[src/rtl/gray_counter_pkg.sv]
// Shared constants and Gray-code helper functions for the gray_counter block.
package gray_counter_pkg;

  localparam int unsigned GRAY_W_DEFAULT = 4;

  // Binary to reflected Gray code; callers zero-extend narrower values.
  function automatic logic [31:0] bin2gray(input logic [31:0] bin);
    return bin ^ (bin >> 1);
  endfunction

  // Gray to binary: running XOR from the MSB downwards.
  function automatic logic [31:0] gray2bin(input logic [31:0] gray);
    logic [31:0] bin;
    bin[31] = gray[31];
    for (int i = 30; i >= 0; i--) begin
      bin[i] = bin[i+1] ^ gray[i];
    end
    return bin;
  endfunction

endpackage

[src/rtl/gray_encode.sv]
// Combinational binary-to-Gray encoder of configurable width.
module gray_encode
  import gray_counter_pkg::*;
#(
  parameter int unsigned WIDTH = GRAY_W_DEFAULT
) (
  input  logic [WIDTH-1:0] bin_i,
  output logic [WIDTH-1:0] gray_o
);

  // Zero-extend into the 32-bit helper, keep the low WIDTH bits.
  assign gray_o = WIDTH'(bin2gray(32'(bin_i)));

endmodule

[src/rtl/gray_counter.sv]
// Free-running binary counter with a registered Gray-code output.
// Both outputs come straight from flops; next Gray is encoded from next count,
// so the two ports always describe the same value with no relative latency.
// Optional macro GRAY_COUNTER_ASSERT_EN compiles in concurrent checks.
module gray_counter
  import gray_counter_pkg::*;
#(
  parameter int unsigned WIDTH = GRAY_W_DEFAULT
) (
  input  logic             clk,
  input  logic             rst,
  output logic [WIDTH-1:0] o_o,
  output logic [WIDTH-1:0] gray
);

  logic [WIDTH-1:0] cnt_q;
  logic [WIDTH-1:0] cnt_d;
  logic [WIDTH-1:0] gray_q;
  logic [WIDTH-1:0] gray_d;

  // Next count, wrapping naturally modulo 2^WIDTH.
  always_comb begin
    cnt_d = cnt_q + WIDTH'(1);
  end

  gray_encode #(
    .WIDTH (WIDTH)
  ) u_gray_encode (
    .bin_i  (cnt_d),
    .gray_o (gray_d)
  );

  // Count and Gray registers; async clear holds both at zero.
  always_ff @(posedge clk or negedge rst) begin
    if (!rst) begin
      cnt_q  <= '0;
      gray_q <= '0;
    end else begin
      cnt_q  <= cnt_d;
      gray_q <= gray_d;
    end
  end

  assign o_o  = cnt_q;
  assign gray = gray_q;

`ifdef GRAY_COUNTER_ASSERT_EN
  logic chk_vld_q;

  // Marks that a full counting edge has occurred since the last reset, so
  // history-based checks never compare against pre-reset samples.
  always_ff @(posedge clk or negedge rst) begin
    if (!rst) begin
      chk_vld_q <= 1'b0;
    end else begin
      chk_vld_q <= 1'b1;
    end
  end

  a_gray_match: assert property (@(posedge clk) disable iff (!rst)
    gray_q == WIDTH'(bin2gray(32'(cnt_q))));

  a_gray_one_bit: assert property (@(posedge clk) disable iff (!rst)
    chk_vld_q |-> ($countones(gray_q ^ $past(gray_q)) == 1));

  a_count_inc: assert property (@(posedge clk) disable iff (!rst)
    chk_vld_q |-> (cnt_q == WIDTH'($past(cnt_q) + WIDTH'(1))));
`endif

endmodule

[config.mk]
export PLATFORM = sky130hd
export DESIGN_NAME = gray_counter
export DESIGN_NICKNAME = d
export VERILOG_FILES = /design/src/rtl/gray_counter_pkg.sv /design/src/rtl/gray_encode.sv /design/src/rtl/gray_counter.sv
export SDC_FILE = /design/constraint.sdc
export NUM_CORES = 1
export LEC_CHECK = 0
export BUFFER_PORTS_ARGS = -buffer_cell sky130_fd_sc_hd__buf_2
export CAP_MARGIN = 20
export CORE_AREA = 4 4 41 43
export CTS_CLUSTER_DIAMETER = 60
export DETAILED_ROUTE_END_ITERATION = 12
export DIE_AREA = 0 0 45 47
export MAX_ROUTING_LAYER = met4
export PLACE_DENSITY_LB_ADDON = 0.25
export SYNTH_ARGS = -nofsm -noshare
export SYNTH_HDL_FRONTEND = slang
export SYNTH_SLANG_ARGS = --single-unit
[constraint.sdc]
create_clock -name clk -period 3.4 [get_ports clk]
set_input_delay 0.34 -clock clk [delete_from_list [all_inputs] [get_ports clk]]
set_output_delay 0.34 -clock clk [all_outputs]
set_load 0.05 [all_outputs]
==> impl_metrics.env <==
export IMPL_status="finished clean"
export IMPL_yosysUniqueCellTypes=8
export IMPL_cts_root_buf="clkbuf_4"
export IMPL_hold_ws_ps=454
export IMPL_ys_seq_area_share_pct=65.4
export IMPL_cp_end_kind="output pin"
export IMPL_worst_slew_pin_transition_ps=251
export IMPL_p_leak_nw=0.190
export IMPL_r2r_start="o_o[0]"
export IMPL_critical_path_buf_inv_count=1
export IMPL_synth_top_area_cell="dfrtp_1"
export IMPL_grt_pass1_vias=171
export IMPL_crit_family="flip-flops"
export IMPL_final_area_um2=360
export IMPL_worstPathMaxFanout=6
export IMPL_slowest_stage="dfrtp_1"
export IMPL_drc_errors=0
export IMPL_ios=10
export IMPL_highest_layer="met3"
export IMPL_netlist_top_cells_area="dfrtp_1 (65%), xnor2_1 (13%), xor2_1 (6.5%)"
export IMPL_post_route_period_util_pct=39.3
export IMPL_n_antenna_cell=0
export IMPL_synth_nets=21
export IMPL_htreeDepth=1
export IMPL_numCtsBuffers=3
export IMPL_synth_xor_area_share_pct=19.6
export IMPL_grtUsageTotal_pct=6.24
export IMPL_syn_area_um2=268
export IMPL_setup_tns_ps=0
export IMPL_cts_tree="built"
export IMPL_first_pass_iters=1
export IMPL_synth_fa_ha_area_share_pct=4.67
export IMPL_yosysTopAreaCellShare_pct=65.4
export IMPL_slew_headroom_pct=83.4
export IMPL_crit_type="flip-flop to output pin"
export IMPL_globalRouteOverflowTotal=0
export IMPL_layout_nets=35
export IMPL_placedCellCount=41
export IMPL_place_congestion=0.771
export IMPL_power_total_uw=160
export IMPL_hold_viol=0
export IMPL_synthMuxAreaShare_pct=0
export IMPL_worst_setup_path_start_kind="flip-flop"
export IMPL_ant_nets=0
export IMPL_setup_violations=0
export IMPL_worstHoldPathType="input pin to asynchronous set/reset pin"
export IMPL_core_area_um2=1300
export IMPL_rsz0062_at_grt="no"
export IMPL_vias_per_cell=3.70
export IMPL_cp_arrival_ps=1000
export IMPL_wl_per_cell_um=10.0
export IMPL_fp_dieW_um=45
export IMPL_wl_met3_um=75
export IMPL_dp_hpwl_um=336
export IMPL_fin_util_pct=27.7
export IMPL_wl_met1_um=209
export IMPL_vias=170
export IMPL_cp_required_ps=3060
export IMPL_met2_length_um=175
export IMPL_worst_ir_drop_vdd_mv=0.213
export IMPL_clk_latency_ps=250
export IMPL_maxSlewViolCount=0
export IMPL_yosys_area_share_simple_pct=1.87
export IMPL_drt_total_wl_um=460
export IMPL_syn_to_final_growth_pct=34.6
export IMPL_power_density_nw_per_um2=444
export IMPL_synth_ff_latch_count=7
export IMPL_rows=13
export IMPL_dr_first_iter_drc_count=0
export IMPL_crit_cells=1
export IMPL_cts_sinks=7
export IMPL_antenna_found_initial=0
export IMPL_fin_skew_ps=2.84
export IMPL_grt_max_degree=8
export IMPL_grt_pass1_wl_um=800
export IMPL_synthCells=18
export IMPL_fmax_mhz=748
export IMPL_synth_warnings=0
export IMPL_synth_compound_area_share_pct=4.21
export IMPL_die_y_um=47
export IMPL_syn_area_per_cell_um2=14.9
export IMPL_layout_drive_gt1_share_pct=41.9
export IMPL_slowest_delay_ps=440
export IMPL_path_clk_slew_ps=50
export IMPL_floorplan_initialDensity_pct=20.6
export IMPL_max_clock_path_buffers=2
export IMPL_placed_area_um2=324
export IMPL_synth_top_family_by_area="XOR/XNOR gates"
export IMPL_fin_crit_ps=1340
export IMPL_worstPathCellList="buf_2"
export IMPL_port_buffers=9
export IMPL_fin_ws_ps=2060
export IMPL_drv_cap=0
export IMPL_die_area_um2=2120
export IMPL_worst_r2r_path_depth=3
export IMPL_layoutNonFillerInstCount=46
export IMPL_crit_path_start="o_o[0]"
export IMPL_dp_slack_ps=2250
==> cells in the mapped netlist <==
cell type / n
a21boi_2: 1
buf_4: 1
dfrtp_1: 7
ha_1: 1
inv_1: 1
nand3_1: 1
xnor2_1: 4
xor2_1: 2
==> routing by layer <==
layer  GRT usage (%)  vias up
li1                -       82
met1            7.66       78
met2            6.21       10
met3            6.90        0
met4            1.75        0
met5               -        -
==> path summary, 6_finish.rpt <==
kind	endpoint	slack [ps]
min in group clk	o_o[3]	530
max in group asynchronous	gray[1]	2790
min	o_o[3]	450
max reg2reg	gray[1]	2250
max	o_o[0]	2060
min reg2reg	o_o[3]	530
==> where the power goes <==
group	leakage, nW	switching [mW]	internal (mW)	total (mW)
Clock	0.0150	0.0288	0.0447	0.0735
Combinational	0.0863	0.00170	0.00117	0.00287
Sequential	0.0892	0	0.0835	0.0835
==> cell families after synthesis <==
family,Yosys count
simple gates,1
buf+inv,2
flops,7
fa+ha+maj,1
compound gates,1
xor+xnor,6
==> final cells by class <==
cell class | instances | area, um2
Fill cell | 143 | 941
Clock buffer | 4 | 26.3
Sequential cell | 7 | 175
Inverter | 1 | 3.75
Multi-Input combinational cell | 9 | 81.3
Timing Repair Buffer | 10 | 55.1
Tap cell | 15 | 18.8
==> sequential cells by signal, summed over array words and instances, names as in the netlist <==
register / count
o_o: 4
gray: 3
==> placed cells by master, fill, tap and decap left out <==
cell / n
dlygate4sd3_1: 1
xnor2_1: 4
buf_2: 9
nand3_1: 1
dfrtp_1: 7
ha_1: 1
clkbuf_1: 1
clkbuf_4: 3
xor2_1: 2
a21boi_2: 1
inv_1: 1
==> repair_timing <==
action | CTS | global route
endpoints found under the hold margin | 7 | 0
hold buffers | 1 | 0
gates resized for setup | 0 | 0
buffers inserted | 0 | 0
Power figures use the tool's default switching activity.
